[src/rtl/add16_seq_arb_pkg.sv]
// Shared constants for the nibble-serial adder: FSM state encoding and slice width.
package add16_seq_arb_pkg;

    localparam int NIB_W = 4;

    localparam logic [1:0] ST_IDLE = 2'd0;
    localparam logic [1:0] ST_ADD  = 2'd1;
    localparam logic [1:0] ST_DONE = 2'd2;

endpackage

[src/rtl/abc_adder.sv]
// Team 4-bit carry-look-ahead adder slice.
module abc_adder (
    input  logic [3:0] A,
    input  logic [3:0] B,
    input  logic       CIN,
    output logic [3:0] S,
    output logic       COUT
);

    logic [3:0] g;
    logic [3:0] p;
    logic [4:0] c;

    assign g = A & B;
    assign p = A ^ B;

    // Every carry is expanded directly from CIN, so none waits on a lower carry.
    assign c[0] = CIN;
    assign c[1] = g[0] | (p[0] & CIN);
    assign c[2] = g[1] | (p[1] & g[0]) | (p[1] & p[0] & CIN);
    assign c[3] = g[2] | (p[2] & g[1]) | (p[2] & p[1] & g[0]) | (p[2] & p[1] & p[0] & CIN);
    assign c[4] = g[3] | (p[3] & g[2]) | (p[3] & p[2] & g[1]) | (p[3] & p[2] & p[1] & g[0])
                | (p[3] & p[2] & p[1] & p[0] & CIN);

    assign S    = p ^ c[3:0];
    assign COUT = c[4];

endmodule

[src/rtl/add16_seq_arb.sv]
// Two-requester round-robin adder: one WIDTH-bit addition performed a nibble per cycle
// through a single 4-bit look-ahead slice.
module add16_seq_arb
    import add16_seq_arb_pkg::*;
#(
    parameter int WIDTH = 16
) (
    input  logic             clk,
    input  logic             rst,
    input  logic             req0,
    input  logic [WIDTH-1:0] a0,
    input  logic [WIDTH-1:0] b0,
    input  logic             cin0,
    input  logic             req1,
    input  logic [WIDTH-1:0] a1,
    input  logic [WIDTH-1:0] b1,
    input  logic             cin1,
    output logic             gnt0,
    output logic             gnt1,
    output logic             busy,
    output logic             done,
    output logic             done_id,
    output logic [WIDTH-1:0] sum,
    output logic             cout,
    output logic             ovf
);

    localparam int NIB  = WIDTH / NIB_W;
    localparam int IDXW = (NIB > 1) ? $clog2(NIB) : 1;
    localparam logic [IDXW-1:0] LAST_IDX = IDXW'(NIB - 1);

    logic [1:0]       state;
    logic [IDXW-1:0]  nib_idx;
    logic [WIDTH-1:0] a_r;
    logic [WIDTH-1:0] b_r;
    logic [WIDTH-1:0] acc;
    logic [WIDTH-1:0] acc_next;
    logic             carry_r;
    logic             id_r;
    logic             last_served;
    logic             grant;
    logic             pick1;
    logic [NIB_W-1:0] slice_a;
    logic [NIB_W-1:0] slice_b;
    logic [NIB_W-1:0] slice_s;
    logic             slice_co;

    // Grants are decided combinationally in IDLE; on a tie the requester not served last wins.
    assign grant = (state == ST_IDLE) && !rst && (req0 || req1);
    assign pick1 = req1 && (!req0 || !last_served);
    assign gnt0  = grant && !pick1;
    assign gnt1  = grant && pick1;

    assign busy = (state != ST_IDLE);
    assign done = (state == ST_DONE);

    assign slice_a = a_r[nib_idx*NIB_W +: NIB_W];
    assign slice_b = b_r[nib_idx*NIB_W +: NIB_W];

    abc_adder u_slice (
        .A    (slice_a),
        .B    (slice_b),
        .CIN  (carry_r),
        .S    (slice_s),
        .COUT (slice_co)
    );

    always_comb begin
        acc_next = acc;
        acc_next[nib_idx*NIB_W +: NIB_W] = slice_s;
    end

    // carry_r is loaded with the requester's cin at grant, then carries nibble to nibble.
    // Results are written on the final ADD edge so they are already valid while done is high.
    always_ff @(posedge clk) begin
        if (rst) begin
            state       <= ST_IDLE;
            nib_idx     <= '0;
            a_r         <= '0;
            b_r         <= '0;
            acc         <= '0;
            carry_r     <= 1'b0;
            id_r        <= 1'b0;
            last_served <= 1'b1;
            sum         <= '0;
            cout        <= 1'b0;
            ovf         <= 1'b0;
            done_id     <= 1'b0;
        end else begin
            case (state)
                ST_IDLE: begin
                    if (grant) begin
                        a_r         <= pick1 ? a1 : a0;
                        b_r         <= pick1 ? b1 : b0;
                        carry_r     <= pick1 ? cin1 : cin0;
                        id_r        <= pick1;
                        last_served <= pick1;
                        nib_idx     <= '0;
                        acc         <= '0;
                        state       <= ST_ADD;
                    end
                end
                ST_ADD: begin
                    acc     <= acc_next;
                    carry_r <= slice_co;
                    nib_idx <= nib_idx + 1'b1;
                    if (nib_idx == LAST_IDX) begin
                        state   <= ST_DONE;
                        sum     <= acc_next;
                        cout    <= slice_co;
                        ovf     <= (a_r[WIDTH-1] == b_r[WIDTH-1]) && (acc_next[WIDTH-1] != a_r[WIDTH-1]);
                        done_id <= id_r;
                    end
                end
                ST_DONE: state <= ST_IDLE;
                default: state <= ST_IDLE;
            endcase
        end
    end

endmodule

[config.mk]
export PLATFORM = sky130hd
export DESIGN_NAME = add16_seq_arb
export DESIGN_NICKNAME = d
export VERILOG_FILES = /design/src/rtl/add16_seq_arb_pkg.sv /design/src/rtl/abc_adder.sv /design/src/rtl/add16_seq_arb.sv
export SDC_FILE = /design/constraint.sdc
export NUM_CORES = 1
export LEC_CHECK = 0
export CAP_MARGIN = 30
export CELL_PAD_IN_SITES_DETAIL_PLACEMENT = 0
export CELL_PAD_IN_SITES_GLOBAL_PLACEMENT = 1
export CORE_MARGIN = 10
export CORE_UTILIZATION = 30
export DETAILED_ROUTE_END_ITERATION = 6
export PLACE_DENSITY_LB_ADDON = 0.1
export SETUP_SLACK_MARGIN = 0.5
export SLEW_MARGIN = 20
export SYNTH_ARGS = -nofsm -noshare
export SYNTH_HDL_FRONTEND = slang
export SYNTH_HIERARCHICAL = 1
export SYNTH_SLANG_ARGS = --single-unit
[constraint.sdc]
create_clock -name clk -period 3.5 [get_ports clk]
set_input_delay 0.35 -clock clk [delete_from_list [all_inputs] [get_ports clk]]
set_output_delay 0.35 -clock clk [all_outputs]
set_load 0.01 [all_outputs]
==> impl_metrics.toml <==
[outcome]
status = "completed"

[setup_path]
slowest_stage = "xnor2_1"
path_cells = "mux4_2, ha_1, a21o_1, a21oi_1, xnor2_1, and3b_1, a311oi_1, nor3_1"
worstSetupEndpoint = "sum[14]"
reg2reg_from = "nib_idx[0]"
worstSetupStartpointType = "flop"
critPathMaxFanout = 8
crit_path_end_kind = "flop"
crit_path_start = "nib_idx[0]"
r2r_slack_ps = 750
cp.required_ps = 3750
critPathMaxStageDelay_ps = 600
worst_ep_arrival_time_ps = 3000
reg2reg_to = "sum[14]"
r2r_cells = 8
critical_path_class = "reg -> reg"

[synthesis]
synth_most_common_cell = "dfxtp_1"
syn_nets = 534
async_reset_ff_share_pct = 0
yosysWarnings = 6
ys_types = 60
postSynthCellCount = 453
synth-edff-count = 0
synthesis.area_um2 = 4020
synth_top_cell_by_area = "dfxtp_1"
synthTopCellsByArea = "dfxtp_1, nand4_1, a31oi_1"
syn_avg_cell_area_um2 = 8.88
synth.yosys.seq_area_share_pct = 36.8
synth_ff_type = "dfxtp_1"
yosysTopAreaCellShare_pct = 36.8
yosys-top-cells-count = "dfxtp_1, nand3_1, nand4_1, a31oi_1, nor2_1"
ys_ff_latch = 74

[timing]
clock-skew-final_ps = 6.36
finalCritPeriodShare_pct = 78.5
finalHoldViolCount = 0
fin_ws_ps = 751
slew-limit-headroom_pct = 44.0
rsz0062_at_grt = "false"
fin_tns_setup_ps = 0
hold_slack_ps = 415
worst_pin_slew_ps = 839
period_minus_slack_ps = 2750
slew_viol_final = 0
setup_viol = 0
fmax_mhz = 364

[floorplan]
die_area_um2 = 18400
row_count = 42
pin_count = 93
core_region_area_um2 = 13200
die_x_um = 136
chipHeight_um = 136
start_util_pct = 30.5

[clock_network]
clkSinkCount = 74
hold_buffers = 0
insertion_delay_ps = 330
clockBufferDepth = 2
root_buffer = "clkbuf_16"
cts_resized = 0
cts_buffers = 9
htree_levels = 3
clk_pin_slew_worst_paths_ps = 60
postCtsSetupRepairBufs = 0
cts_tree = "built"

[placed_design]
place.gp.congestion = 0.794
pre_cts_ws_ps = 523
numPortBuffers = 92
hpwl_mm = 9.43

[detailed_routing]
drt-total-wl_mm = 13.2
dr_wl_met2_mm = 5.97
vias = 3721
maxUsedRoutingLayer = "met4"
postRouteAntennaNets = 0
drt_pass1_iterations = 4
drcViolationCount = 0
routed_via_density = 5.30
drt_iter0_markers = 212
wl_per_cell_um = 18.8
met1Wirelength_mm = 6.03
route.met3.wl_um = 972

[pwr]
p_sw_share_pct = 25.0
netSwitchingPower_w = 0.000572
power_frac_comb_pct = 15.2
p_per_area_nw_per_um2 = 430
p_int_w = 0.00171
peakVddDrop_mv = 0.271
p_clk_share_pct = 45.4
p_leak_nw = 1.81
pwr-share-seq_pct = 39.4

[final_layout]
final_nets = 601
layout-drive-gt1-share_pct = 9.33
syn2layout_area_growth_pct = 32.0

[global_routing]
antenna_found_initial = 1
grt_first_pass_wirelength_mm = 21.3
grt_max_degree = 76
grt_pass1_vias = 3904
grt_overflow = 0
grt_usage_pct = 14.5

[worst_hold_path]
hold_class = "in -> reg"

[flow_run]
cap_violations = 0
## kinds of logic after synthesis
kind of cell             Yosys count  share of synthesized area, %
AO/OA/AOI/OAI                    131                          22.2
flip-flops                        74                          36.8
AND/OR/NAND/NOR                  164                          23.6
buffers and inverters             60                          8.21
XOR/XNOR                           3                         0.653
adder cells (fa/ha/maj)           11                          3.61
multiplexers                      10                          4.98
## final cells by class
| class | count | area, µm² |
|---|---|---|
| Timing Repair Buffer | 104 | 1010 |
| Clock inverter | 4 | 72.6 |
| Sequential cell | 74 | 1490 |
| Tap cell | 176 | 220 |
| Clock buffer | 12 | 267 |
| Fill cell | 1325 | 7880 |
| Inverter | 12 | 45.0 |
| Antenna cell | 1 | 2.50 |
| Multi-Input combinational cell | 319 | 2210 |
## worst max-delay path: cells and delay by family, from the launching register on
kind / cells / cell delay, ps
AO/OA/AOI/OAI: 3 / 310
XOR/XNOR: 1 / 600
adder cells (fa/ha/maj): 1 / 300
flip-flops: 1 / 430
multiplexers: 1 / 550
AND/OR/NAND/NOR: 2 / 480
## power by group through the flow
stage / logic, W / clock network, W / registers, W
after floorplan: 0.000217 / 0 / 0.000903
after global placement: 0.000347 / 0 / 0.000919
after detailed placement: 0.000347 / 0 / 0.000919
after CTS: 0.000349 / 0.00106 / 0.000901
after global routing: 0.000380 / 0.00109 / 0.000904
final: 0.000347 / 0.00104 / 0.000900
## cell usage in the layout (no fill, tap or decap), types with 14 or more instances in the layout
cell and count:
nor2_1 23, clkdlybuf4s50_1 91, nand3_1 39, a31oi_1 35, nand2_1 14, dfxtp_1 73, nor2b_1 16, o21ai_1 20
nand4_1 37, o21ai_0 21
## worst min path at each step
stage	startpoint	endpoint	cells after the start	slack, ps
after floorplan	acc[12]	acc[12]	1	420
after global placement	acc[12]	acc[12]	1	440
after detailed placement	acc[12]	acc[12]	1	450
after CTS	rst	id_r	4	410
after global routing	rst	id_r	4	460
final	rst	id_r	4	420
## stage by stage
step           instances  power (W)  utilization (%)  cell area [µm²]
2_1_floorplan        453    0.00112                -             4020
3_3_place_gp         685    0.00127             37.6             4960
3_5_place_dp         685    0.00127             37.6             4960
4_1_cts              701    0.00231             40.2             5300
5_1_grt              702    0.00238             40.3             5310
6_report             702    0.00228             40.3             5310
## routing by layer
| metal | vias up | track usage (%) |
|---|---|---|
| met5 | - | 0 |
| met4 | 0 | 4.72 |
| met3 | 9 | 5.42 |
| met2 | 87 | 22.2 |
| met1 | 1766 | 18.2 |
| li1 | 1859 | - |
## registers in the layout, summed over array words and instances, names as in the netlist, 2 cells and up
register	cells
sum	16
acc	16
b_r	16
nib_idx	2
a_r	16
state	2
Power figures use the tool's default switching activity.
